[config.mk]
export PLATFORM = sky130hd
export DESIGN_NAME = instmem_loader
export DESIGN_NICKNAME = d
export VERILOG_FILES = /design/src/rtl/instmem_loader.sv
export SDC_FILE = /design/constraint.sdc
export NUM_CORES = 1
export LEC_CHECK = 0
export BUFFER_PORTS_ARGS = -buffer_cell sky130_fd_sc_hd__clkbuf_2
export CORE_ASPECT_RATIO = 0.6
export CORE_MARGIN = 1.5
export CORE_UTILIZATION = 47
export DETAILED_ROUTE_END_ITERATION = 8
export PLACE_DENSITY = 0.76
export SYNTH_ARGS = -nofsm -noshare
export SYNTH_HDL_FRONTEND = slang
export SYNTH_SLANG_ARGS = --single-unit
[constraint.sdc]
create_clock -name Clk -period 1.9 [get_ports Clk]
set_input_delay 0.095 -clock Clk [delete_from_list [all_inputs] [get_ports Clk]]
set_output_delay 0.095 -clock Clk [all_outputs]
set_load 0.1 [all_outputs]
[src/rtl/instmem_loader.sv]
// Instruction-memory loader: decodes per-PE segment headers, streams packed words into PE memories, then enables execution.
// Optional build macro INSTMEM_LOADER_BROADCAST_EN: header bit 62 writes the segment to every PE.
module instmem_loader #(
  parameter int N_PE     = 16,
  parameter int PE_SEL_W = 4,
  parameter int AWIDTH   = 6,
  parameter int DWIDTH   = 64
) (
  input  logic              Clk,
  input  logic              Reset,
  input  logic              In_Valid,
  input  logic [DWIDTH-1:0] In_Data,
  output logic              In_Ready,
  input  logic              Stop,
  output logic [N_PE-1:0]   Write_En,
  output logic [AWIDTH-1:0] Write_Addr,
  output logic [DWIDTH-1:0] In_Inst,
  output logic              exec_en,
  output logic              Load_Done,
  output logic              Err
);

  typedef enum logic [1:0] {
    HDR  = 2'd0,
    DATA = 2'd1,
    RUN  = 2'd2
  } state_t;

  state_t              state_r;
  logic                in_ready_r;
  logic [N_PE-1:0]     write_en_r;
  logic [AWIDTH-1:0]   write_addr_r;
  logic [DWIDTH-1:0]   in_inst_r;
  logic                exec_en_r;
  logic                load_done_r;
  logic                err_r;
  logic [N_PE-1:0]     mask_r;
  logic                last_r;
  logic [4:0]          words_r;
  logic [AWIDTH-1:0]   addr_r;

  logic                accept_s;
  logic [5:0]          hdr_count_s;
  logic [31:0]         hdr_id_s;
  logic                hdr_bcast_s;
  logic                hdr_bad_s;
  logic [4:0]          hdr_words_s;
  logic [N_PE-1:0]     hdr_mask_s;

  assign accept_s = In_Valid && in_ready_r;

  // Header field decode and segment write-mask generation
  always_comb begin
    hdr_count_s = In_Data[5:0];
    hdr_id_s    = 32'(In_Data[6+PE_SEL_W-1:6]);
`ifdef INSTMEM_LOADER_BROADCAST_EN
    hdr_bcast_s = In_Data[DWIDTH-2];
`else
    hdr_bcast_s = 1'b0;
`endif
    // Three instructions per packed word: words = ceil(count / 3)
    hdr_words_s = 5'((7'(hdr_count_s) + 7'd2) / 7'd3);
    hdr_bad_s   = (hdr_count_s == 6'd0) ||
                  (!hdr_bcast_s && (hdr_id_s >= 32'(N_PE)));
    hdr_mask_s  = '0;
    for (int i = 0; i < N_PE; i++) begin
      hdr_mask_s[i] = hdr_bcast_s || (hdr_id_s == 32'(i));
    end
  end

  // Loader FSM with registered memory-side and control outputs
  always_ff @(posedge Clk or negedge Reset) begin
    if (!Reset) begin
      state_r      <= HDR;
      in_ready_r   <= 1'b0;
      write_en_r   <= '0;
      write_addr_r <= '0;
      in_inst_r    <= '0;
      exec_en_r    <= 1'b0;
      load_done_r  <= 1'b0;
      err_r        <= 1'b0;
      mask_r       <= '0;
      last_r       <= 1'b0;
      words_r      <= 5'd0;
      addr_r       <= '0;
    end else begin
      write_en_r  <= '0;
      load_done_r <= 1'b0;
      case (state_r)
        HDR: begin
          in_ready_r <= 1'b1;
          if (accept_s) begin
            if (hdr_bad_s) begin
              err_r <= 1'b1;
            end else begin
              mask_r  <= hdr_mask_s;
              last_r  <= In_Data[DWIDTH-1];
              words_r <= hdr_words_s;
              addr_r  <= '0;
              state_r <= DATA;
            end
          end
        end
        DATA: begin
          if (accept_s) begin
            write_en_r   <= mask_r;
            write_addr_r <= addr_r;
            in_inst_r    <= In_Data;
            addr_r       <= addr_r + AWIDTH'(3);
            words_r      <= words_r - 5'd1;
            if (words_r == 5'd1) begin
              load_done_r <= 1'b1;
              if (last_r) begin
                state_r    <= RUN;
                in_ready_r <= 1'b0;
              end else begin
                state_r <= HDR;
              end
            end
          end
        end
        RUN: begin
          // exec_en rises one cycle after the final write; Stop acts once it is high
          if (exec_en_r && Stop) begin
            exec_en_r  <= 1'b0;
            in_ready_r <= 1'b1;
            state_r    <= HDR;
          end else begin
            exec_en_r <= 1'b1;
          end
        end
        default: begin
          state_r    <= HDR;
          in_ready_r <= 1'b1;
          exec_en_r  <= 1'b0;
        end
      endcase
    end
  end

  assign In_Ready   = in_ready_r;
  assign Write_En   = write_en_r;
  assign Write_Addr = write_addr_r;
  assign In_Inst    = in_inst_r;
  assign exec_en    = exec_en_r;
  assign Load_Done  = load_done_r;
  assign Err        = err_r;

endmodule

==> flow_summary_export.csv, run 1 <==
group,metric,value,unit
clock_tree,cts_htree_levels,4,
logic_synthesis,synth_edf_count,0,
clock_tree,path_clk_slew,0.05,ns
floorplan,coreArea,11300,um2
placed_design,place_inst,933,
grt,grt_max_degree,54,
floorplan,pin_count,158,
logic_synthesis,ys_seq_elements,120,
clock_tree,cts_tree,"done",
critical_path,start_kind,"primary input",
drt,route.detailed.drc,0,
sta,timing.final.ws_setup,-1.13,ns
power_and_ir_drop,pwr_density_cell,819,nW/um2
logic_synthesis,synthAdderAreaFrac,0.0207,
final_layout,final_net_count,938,
logic_synthesis,synth_compound_area_frac,0.115,
final_layout,final_cells,1033,
sta,fin_skew,0.0106,ns
sta,fmax,330,MHz
drt,antenna_left,0,
worst_hold_path,hold_class,"primary input to flip-flop",
drt,wl,17000,um
placed_design,routabilityCongestion,0.898,
job,maxCapViolations,0,
logic_synthesis,ys.flop_type,"dfrtp_1",
grt,grt_antenna_before_repair,0,
floorplan,placementRows,30,
clock_tree,cts_buffers,17,
sta,fin_setup_tns,-1.93,ns
sta,min_period,3.03,ns
grt,grt_overflow,0,
floorplan,start_util,0.482,
outcome,violations,"setup timing",
floorplan,die_y,86.3,um
logic_synthesis,synth_nets,664,
power_and_ir_drop,p_leak,4.45,nW
power_and_ir_drop,peakVddDrop,0.000670,V
drt,dr.pass1.iters,5,
critical_path,worst_ep_arrival_time,3.31,ns
grt,grt.total_usage,0.278,
placed_design,port_buffers,157,
final_layout,fillers,726,
critical_path,critical_path.max_fanout,6,
drt,wl_per_cell,16.5,um
sta,hold_viol_final,0,
outcome,status,"finished, violations left",
sta,worst_pin_slew,0.571,ns
grt,grt_pass1_vias,5249,
logic_synthesis,synth_top_family_by_area,"simple AND/OR/NAND/NOR gates",
floorplan,die_w,142,um
sta,holdWs,0.0278,ns
clock_tree,cts_num_sinks,120,
logic_synthesis,synth_area_leaders,"dfrtp_1 55%, nand2_1 16%, ha_1 2.1%",
placed_design,dp_hpwl,10500,um
clock_tree,clock_latency,0.41,ns
logic_synthesis,syn_avg_cell_area,9.27,um2
logic_synthesis,synth_simple_gate_area_frac,0.255,
logic_synthesis,ys_types,61,
logic_synthesis,synth_top_area_cell,"dfrtp_1",
sta,rsz0062_at_grt,"yes",
logic_synthesis,yosys_warnings,0,
logic_synthesis,syn_inst,587,
sta,drv_slew,0,
clock_tree,clock_tree.root_cell,"clkbuf_16",
sta,setup_viol,4,
sta,slew_headroom,0.621,
drt,via_count,5409,
critical_path,worstSetupPathType,"primary input to flip-flop",
drt,vias_per_cell,5.24,
grt,grt_pass1_wl,26200,um
critical_path,endpoint_kind,"flip-flop",
logic_synthesis,netlist_area,5440,um2
drt,initialDrtViolationCount,382,
logic_synthesis,post_synth_mux_area_share,0.00460,
sta,fin_crit_sh,1.60,
final_layout,diodes,0,
final_layout,syn2layout_area_growth,53.6,%
logic_synthesis,synth_top_area_share,0.552,
floorplan,dieArea,12300,um2
logic_synthesis,async_flop_share,1.00,
logic_synthesis,ys_seq_area_frac,0.552,
final_layout,final_layout_size_suffix_gt1_frac,0.340,
logic_synthesis,synth_xor_area_frac,0.0161,
clock_tree,clockBufferDepth,2,
critical_path,worstPathRequired,2.17,ns
==> final timing paths <==
path / startpoint / end / slack, ns / cells past startpoint
min reg2reg: mask_r[3]$_DFFE_PN0P_ / mask_r[3]$_DFFE_PN0P_ / 0.47 / 2
max: In_Data[3] / words_r[0]$_DFFE_PN0P_ / -1.13 / 16
max reg2reg: In_Ready$_DFFE_PN0P_ / mask_r[1]$_DFFE_PN0P_ / 0.09 / 5
min: In_Data[9] / mask_r[3]$_DFFE_PN0P_ / 0.03 / 2
max in group asynchronous: Reset / In_Inst[37]$_DFFE_PN0P_ / 1.04 / 3
min in group asynchronous: Reset / In_Ready$_DFFE_PN0P_ / 0.13 / 2
==> repair_timing <==
item | 4_1_cts | 5_1_grt
setup buffers | 5 | 8
setup endpoints to repair | 4 | 5
pin swaps | 16 | 17
hold buffers | 60 | 0
gates resized for setup | 10 | 37
hold endpoints to repair | 151 | 0
==> state kept, by name (all words and copies together) (netlist names) <==
signal	count
addr_r	6
Write_En	16
In_Inst	64
Write_Addr	6
words_r	5
In_Ready	1
state_r	2
Load_Done	1
last_r	1
mask_r	16
exec_en	1
Err	1
==> routing by layer <==
layer  vias to the layer above  track usage  part of all wire  wire [um]
met4                         0       0.0928             0.016        272
met3                        26       0.0641             0.074       1260
met5                         -            0                 0          0
met1                      2620        0.381              0.45       7580
li1                       2502            -                 -          -
met2                       261        0.443              0.46       7900
==> placed cells by master (no fill, tap or decap), drive strengths merged, types with 3 or more instances in the layout <==
cell         netlist  final
nand2            240    240
clkbuf            21    170
dfrtp            120    120
buf               10     74
dlygate4sd3        0     60
nor2              24     24
o21ai             21     21
and2              18     18
o31ai             12     12
a21oi             12     12
inv                8     10
ha                 9      9
nand2b             7      7
nand3              7      7
o41ai              6      6
xor2               5      5
a31oi              5      5
bufinv             0      5
xnor2              5      5
or4                5      5
nor3               5      5
clkinv             0      4
o211ai             3      3
o22ai              3      3
o31a               3      3
and3               3      3
nor4               3      3
a32oi              3      3
==> where the power goes <==
group | internal [W] | switching (W)
clock | 0.00237 | 0.00119
combinational | 0.000377 | 0.000354
sequential | 0.00256 | 0
total | 0.00530 | 0.00154
==> cell families (layout without fill, tap and decap cells) <==
kind of cell | after synthesis | after routing
AOI/OAI and AO/OA | 88 | 88
xor gates and xnor gates | 10 | 10
adders and majority gates | 9 | 9
buffers and inverters | 39 | 325
DFF | 120 | 120
muxes | 2 | 2
and+or+nand+nor | 319 | 319
==> layout make-up <==
type / instances / area, um2 / share of cell area
sequential: 120 / 3010 / 0.360
multi-input combinational: 428 / 2420 / 0.289
timing repair buffer: 286 / 2040 / 0.245
clock buffer: 18 / 439 / 0.0525
clock inverter: 13 / 218 / 0.0260
tap: 160 / 200 / 0.0240
inverter: 8 / 30.0 / 0.00359
==> worst max-delay path, stage by stage <==
cell	delay, ns
buf_6	0.07
and2_4	0.16
nand2_4	0.06
xnor2_4	0.14
ha_4	0.19
and3_4	0.15
or4_4	0.55
nand2_4	0.08
mux2_4	0.32
xor2_1	0.16
ha_2	0.19
or4_4	0.48
a211o_1	0.28
a21oi_2	0.15
o32a_1	0.15
a31oi_1	0.07
==> stage by stage <==
stage / instance area, um2 / utilization / worst slack [ns] / power [W]
6_report: 8360 / 0.740 / -1.13 / 0.00685
5_1_grt: 8360 / 0.740 / -1.20 / 0.00707
4_1_cts: 8160 / 0.723 / -1.14 / 0.00680
3_5_place_dp: 6830 / 0.605 / -1.64 / 0.00312
3_3_place_gp: 6830 / 0.605 / -1.56 / 0.00311
2_1_floorplan: 5500 / - / -1.63 / 0.00285
==> synthesized netlist by cell type (5+ instances only) <==
cell type,number
a21oi_1,10
and2_1,17
o21ai_0,21
dfrtp_1,120
o41ai_1,6
xnor2_1,5
nor2_1,24
buf_6,5
inv_1,8
nand3_1,6
xor2_1,5
a31oi_1,5
o31ai_1,10
nand2b_1,7
ha_1,9
nand2_1,239
clkbuf_1,20
(Power assumes the default switching activity.)
==> inputs of run 2 (changes only) <==
==> constraint.sdc (replaced) <==
create_clock -name Clk -period 1.9 [get_ports Clk]
set_input_delay 0.38 -clock Clk [delete_from_list [all_inputs] [get_ports Clk]]
set_output_delay 0.38 -clock Clk [all_outputs]
set_load 0.1 [all_outputs]
==> run 2 against run 1 <==
Compared with the run above: the run still ends with setup timing left; clock power is 4% lower; global-route usage is 1.4 points lower; hold slack better by 0.12 ns; wire length is 12% higher; setup slack worse by 0.31 ns; sequential share of layout area is 0.72 points lower; core utilization is 1.5 points higher; critical path type unchanged; critical endpoint unchanged; largest cell class unchanged; highest routed layer unchanged.
==> flow_summary_export.csv, run 2 (synthesis results as in run 1) <==
group,metric,value,unit
grt,grt_pass1_vias,4937,
clock_tree,cts_htree_levels,4,
drt,via_count,5465,
power_and_ir_drop,peakVddDrop,0.000707,V
sta,drv_slew,0,
drt,vias_per_cell,5.41,
sta,worst_pin_slew,0.579,ns
power_and_ir_drop,p_sw_frac,0.246,
critical_path,slowest_delay,0.49,ns
critical_path,reg2regPathDepth,7,
sta,rsz0062_at_grt,"yes",
final_layout,diodes,0,
grt,grt.total_usage,0.265,
clock_tree,cts_tree,"done",
sta,hold_viol_final,0,
power_and_ir_drop,p_int,0.00503,W
clock_tree,clock_latency,0.41,ns
power_and_ir_drop,pwr_density_cell,782,nW/um2
critical_path,r2r-start,"state_r[0]$_DFFE_PN0P_",
drt,route.detailed.drc,0,
critical_path,r2r-end,"mask_r[4]$_DFFE_PN0P_",
critical_path,critical_path.max_fanout,5,
grt,grt_max_degree,47,
sta,fin_crit_sh,1.76,
floorplan,die_y,86.3,um
critical_path,critPathSlowestCell,"or4_4",
placed_design,dp_hpwl,10900,um
power_and_ir_drop,p_leak,4.59,nW
clock_tree,path_clk_slew,0.06,ns
floorplan,die_w,142,um
final_layout,stdcell_area,8530,um2
drt,initialDrtViolationCount,414,
power_and_ir_drop,p_clk_frac,0.510,
critical_path,critPathLaunch,"In_Data[3]",
placed_design,routabilityCongestion,0.839,
worst_hold_path,hold_class,"primary input to flip-flop",
clock_tree,cts_num_sinks,120,
final_layout,syn2layout_area_growth,56.8,%
floorplan,start_util,0.482,
floorplan,dieArea,12300,um2
sta,fmax,299,MHz
outcome,status,"finished, violations left",
floorplan,placementRows,30,
clock_tree,cts_buffers,17,
sta,min_period,3.34,ns
drt,dr.pass1.iters,5,
critical_path,endpoint_kind,"flip-flop",
clock_tree,clock_tree.root_cell,"clkbuf_16",
critical_path,crit_chain,"buf_6 > and2_4 > nand2_4 > xnor2_4 > ha_4 > buf_4 > a21oi_4 > xor2_4 > a21oi_1 > a22oi_2 > mux2_4 > xor2_1 > ha_2 > or4_4 > a211o_1 > a21oi_2 > o32a_1 > a31oi_1",
final_layout,final_layout_size_suffix_gt1_frac,0.431,
final_layout,final_net_count,915,
outcome,violations,"setup timing",
power_and_ir_drop,p_comb_frac,0.107,
power_and_ir_drop,p_seq_frac,0.383,
job,maxCapViolations,0,
floorplan,pin_count,158,
grt,grt_pass1_wl,24900,um
final_layout,final_cell_mix,"227 x nand2_1, 151 x clkbuf_2, 118 x dfrtp_1, 64 x buf_4, 26 x clkbuf_16",
sta,setup_viol,58,
final_layout,layout_commonest_cell,"nand2_1",
critical_path,worstPathRequired,2.18,ns
clock_tree,clockBufferDepth,2,
critical_path,start_kind,"primary input",
sta,timing.final.ws_setup,-1.44,ns
sta,holdWs,0.152,ns
final_layout,largest_register_ffs,64,
sta,fin_skew,0.00905,ns
floorplan,coreArea,11300,um2
critical_path,worst_ep_arrival_time,3.62,ns
drt,wl_per_cell,18.9,um
sta,slew_headroom,0.616,
placed_design,place_area,6890,um2
drt,antenna_left,0,
drt,wl,19100,um
grt,grt_antenna_before_repair,0,
critical_path,worstSetupPathType,"primary input to flip-flop",
critical_path,crit_end,"words_r[0]$_DFFE_PN0P_",
power_and_ir_drop,p_switching,0.00164,W
placed_design,port_buffers,157,
critical_path,r2r_slack,-0.22,ns
grt,grt_overflow,0,
[run 2: changes by cell type in the layout (fill, tap and decap cells not counted), sizes merged]
cell	before	now
nand2	240	241
bufinv	5	3
inv	10	14
buf	74	101
dlygate4sd3	60	1
clkbuf	170	178
clkinv	4	3
[run 2: timing repair]
item	CTS	global route
setup buffers	8	19
cloned	1	15
hold buffers	1	0
endpoints found under the hold margin	24	0
setup endpoints to repair	20	95
pin swaps	22	33
gates resized for setup	35	71
[run 2: layer usage]
| layer | vias up | wire length (um) | global-route usage |
|---|---|---|---|
| li1 | 2465 | - | - |
| met1 | 2679 | 8170 | 0.375 |
| met2 | 287 | 9120 | 0.405 |
| met3 | 34 | 1390 | 0.0685 |
| met4 | 0 | 380 | 0.0778 |
| met5 | - | 0 | 0 |
[run 2: worst max-delay path, delay by kind of cell]
family          cells  cell delay (ns)
mux                 1             0.30
compound gates      7             1.20
fa+ha+maj           2             0.38
buf+inv             2             0.22
simple gates        3             0.72
xor+xnor            3             0.41
[run 2: worst min path at each step]
stage                     start  slack (ns)  depth (start not counted)                 endpoint
finish              In_Data[30]        0.15                          3  In_Inst[30]$_DFFE_PN0P_
global route        In_Data[18]        0.16                          3  In_Inst[18]$_DFFE_PN0P_
CTS                 In_Data[27]        0.15                          3  In_Inst[27]$_DFFE_PN0P_
detailed placement        Reset        0.34                          1   Write_En[12]$_DFF_PN0_
global placement          Reset        0.34                          1   Write_En[12]$_DFF_PN0_
floorplan                 Reset        0.08                          0          Err$_DFFE_PN0P_
[run 2: power groups by stage]
stage / Sequential [W] / Combinational (W) / Clock (W)
finish: 0.00256 / 0.000713 / 0.00340
global route: 0.00255 / 0.000750 / 0.00355
CTS: 0.00256 / 0.000606 / 0.00342
detailed placement: 0.00260 / 0.000537 / 0
global placement: 0.00260 / 0.000523 / 0
floorplan: 0.00260 / 0.000244 / 0
[run 2: through the flow]
stage | setup TNS, ns | worst slack (ns) | power, W | utilization | cells
final | -4.69 | -1.44 | 0.00667 | 0.755 | 1011
after global routing | -9.10 | -1.48 | 0.00685 | 0.755 | 1011
after CTS | -5.15 | -1.36 | 0.00658 | 0.691 | 981
after detailed placement | -40.90 | -1.89 | 0.00314 | 0.610 | 940
after global placement | -38.80 | -1.83 | 0.00313 | 0.610 | 940
after floorplan | -8.96 | -1.92 | 0.00285 | - | 587
[run 2: final cells by class]
type / instances / area [um2]
Sequential cell: 120 / 3010
Fill cell: 757 / 2770
Multi-Input combinational cell: 429 / 2630
Timing Repair Buffer: 262 / 2040
Clock buffer: 18 / 439
Tap cell: 160 / 200
Clock inverter: 14 / 186
Inverter: 8 / 30.0
==> inputs of run 3 (changes only) <==
Settings changed: CORE_UTILIZATION 47 to 49, CTS_BUF_LIST set to sky130_fd_sc_hd__clkbuf_4, PLACE_DENSITY 0.76 to 0.79.
==> run 3 against run 2 <==
Compared with the run above: register-to-register slack gained 0.32 ns; maximum frequency grew 6.4%; hold slack lost 0.10 ns; first-iteration DRC count shrank 6.0%; the flow still finishes with violations (setup timing); core utilization shrank 4.1 points; die area shrank 4.0%; largest cell class unchanged.
==> flow_summary_export.csv, run 3 (synthesis results as in run 1) <==
group,metric,value,unit
floorplan,coreArea,10700,um2
power_and_ir_drop,pwr_density_cell,680,nW/um2
sta,slew_headroom,0.596,
clock_tree,clock_latency,0.52,ns
sta,holdWs,0.0502,ns
final_layout,syn2layout_area_growth,40.1,%
clock_tree,path_clk_slew,0.12,ns
floorplan,die_w,139,um
sta,fmax,319,MHz
power_and_ir_drop,p_leak,4.14,nW
drt,via_count,5099,
drt,dr.pass1.iters,6,
clock_tree,cts_buffers,17,
outcome,status,"finished, violations left",
sta,worst_pin_slew,0.606,ns
final_layout,final_layout_size_suffix_gt1_frac,0.366,
critical_path,critical_path.max_fanout,4,
sta,rsz0062_at_grt,"yes",
job,maxCapViolations,0,
final_layout,ff_latch_area,3010,um2
clock_tree,cts_num_sinks,120,
final_layout,multi_input_area,2460,um2
sta,hold_viol_final,0,
final_layout,layout_commonest_cell,"nand2_1",
power_and_ir_drop,peakVddDrop,0.000445,V
critical_path,endpoint_kind,"flip-flop",
critical_path,r2r_slack,0.10,ns
drt,wl,15100,um
sta,min_period,3.14,ns
clock_tree,clockBufferDepth,2,
final_layout,final_cells,969,
worst_hold_path,min-delay-start,"In_Data[18]",
sta,fin_setup_tns,-2.47,ns
grt,grt_max_degree,45,
critical_path,worstSetupPathType,"primary input to flip-flop",
critical_path,start_kind,"primary input",
final_layout,diodes,0,
critical_path,r2r-start,"state_r[0]$_DFFE_PN0P_",
grt,grt_pass1_vias,4908,
floorplan,placementRows,29,
outcome,violations,"setup timing",
floorplan,dieArea,11800,um2
worst_hold_path,whs_path_depth,3,
drt,wl_per_cell,15.6,um
drt,antenna_left,0,
sta,drv_slew,0,
sta,setup_viol,4,
floorplan,pin_count,158,
drt,initialDrtViolationCount,389,
placed_design,dp_hpwl,10400,um
floorplan,die_y,84.6,um
grt,grt.total_usage,0.264,
final_layout,fillers,802,
grt,grt_overflow,0,
drt,route.detailed.drc,0,
critical_path,worstPathRequired,2.30,ns
critical_path,reg2regPathDepth,7,
worst_hold_path,hold_class,"primary input to flip-flop",
placed_design,port_buffers,157,
grt,grt_antenna_before_repair,0,
critical_path,worst_ep_arrival_time,3.54,ns
final_layout,largest_register_ffs,64,
worst_hold_path,min_to,"In_Inst[18]$_DFFE_PN0P_",
floorplan,start_util,0.510,
final_layout,final_net_count,894,
final_layout,final_util,0.714,
sta,fin_crit_sh,1.65,
critical_path,r2r-end,"words_r[0]$_DFFE_PN0P_",
sta,timing.final.ws_setup,-1.24,ns
placed_design,routabilityCongestion,0.893,
sta,fin_skew,0.0220,ns
final_layout,final_cell_mix,"235 x nand2_1, 152 x clkbuf_2, 119 x dfrtp_1, 54 x buf_4, 22 x nor2_1",
grt,grt_pass1_wl,24600,um
clock_tree,cts_htree_levels,4,
placed_design,place_inst,913,
drt,vias_per_cell,5.26,
clock_tree,clock_tree.root_cell,"clkbuf_4",
clock_tree,cts_tree,"done",
[run 3: changes by cell type in the layout (fill, tap and decap cells not counted), sizes merged]
cell         previous run  this run
clkinvlp                2         5
nand2                 241       240
clkbuf                178       171
inv                    14        10
dlygate4sd3             1        14
buf                   101        76
[run 3: layout make-up]
class	count	area share
Sequential cell	120	0.395
Multi-Input combinational cell	428	0.322
Timing Repair Buffer	242	0.215
Tap cell	139	0.0228
Clock inverter	13	0.0225
Clock buffer	19	0.0187
Inverter	8	0.00394
[run 3: how the worst max path moves through the flow]
stage / from / endpoint / slack (ns) / cells after the start
final: In_Data[1] / words_r[0]$_DFFE_PN0P_ / -1.24 / 17
after global routing: In_Data[3] / words_r[0]$_DFFE_PN0P_ / -1.29 / 18
after CTS: In_Data[4] / words_r[0]$_DFFE_PN0P_ / -1.19 / 16
after detailed placement: In_Data[2] / words_r[0]$_DFFE_PN0P_ / -1.92 / 18
after global placement: In_Data[1] / words_r[0]$_DFFE_PN0P_ / -1.84 / 16
after floorplan: In_Data[3] / words_r[0]$_DFFE_PN0P_ / -1.92 / 18
[run 3: what timing repair did]
action                     CTS  global route
pin swaps                   16            18
hold buffers                13             1
hold endpoints to repair    51             1
buffers inserted             7            10
setup endpoints to repair    4             5
gates resized for setup     22            29
[run 3: where the power goes]
group	internal [W]	switching, W	total, W
clock	0.000954	0.00102	0.00197
sequential	0.00255	0	0.00255
combinational	0.000327	0.000332	0.000658
[run 3: per-layer routing]
layer | up-vias | track usage | share of wire
met1 | 2426 | 0.380 | 0.45
met4 | 0 | 0.0720 | 0.012
met2 | 224 | 0.393 | 0.46
li1 | 2427 | - | -
met5 | - | 0 | 0
met3 | 22 | 0.0753 | 0.074
[run 3: worst max-delay path, cell delays in order]
cell,delay [ns]
buf_8,0.10
ha_4,0.16
buf_4,0.13
buf_4,0.14
or3b_4,0.38
a21oi_4,0.15
buf_6,0.13
o31ai_4,0.08
nand2_4,0.08
mux2_4,0.31
xor2_1,0.15
ha_2,0.20
or4_4,0.48
a211o_1,0.28
a21oi_2,0.13
o32a_1,0.16
a31oi_1,0.08
[run 3: through the flow]
stage          worst slack [ns]  area [um2]  total power (W)
2_1_floorplan             -1.92        5560          0.00285
3_3_place_gp              -1.84        6860          0.00311
3_5_place_dp              -1.92        6860          0.00312
4_1_cts                   -1.19        7460          0.00517
5_1_grt                   -1.29        7620          0.00541
6_report                  -1.24        7620          0.00518
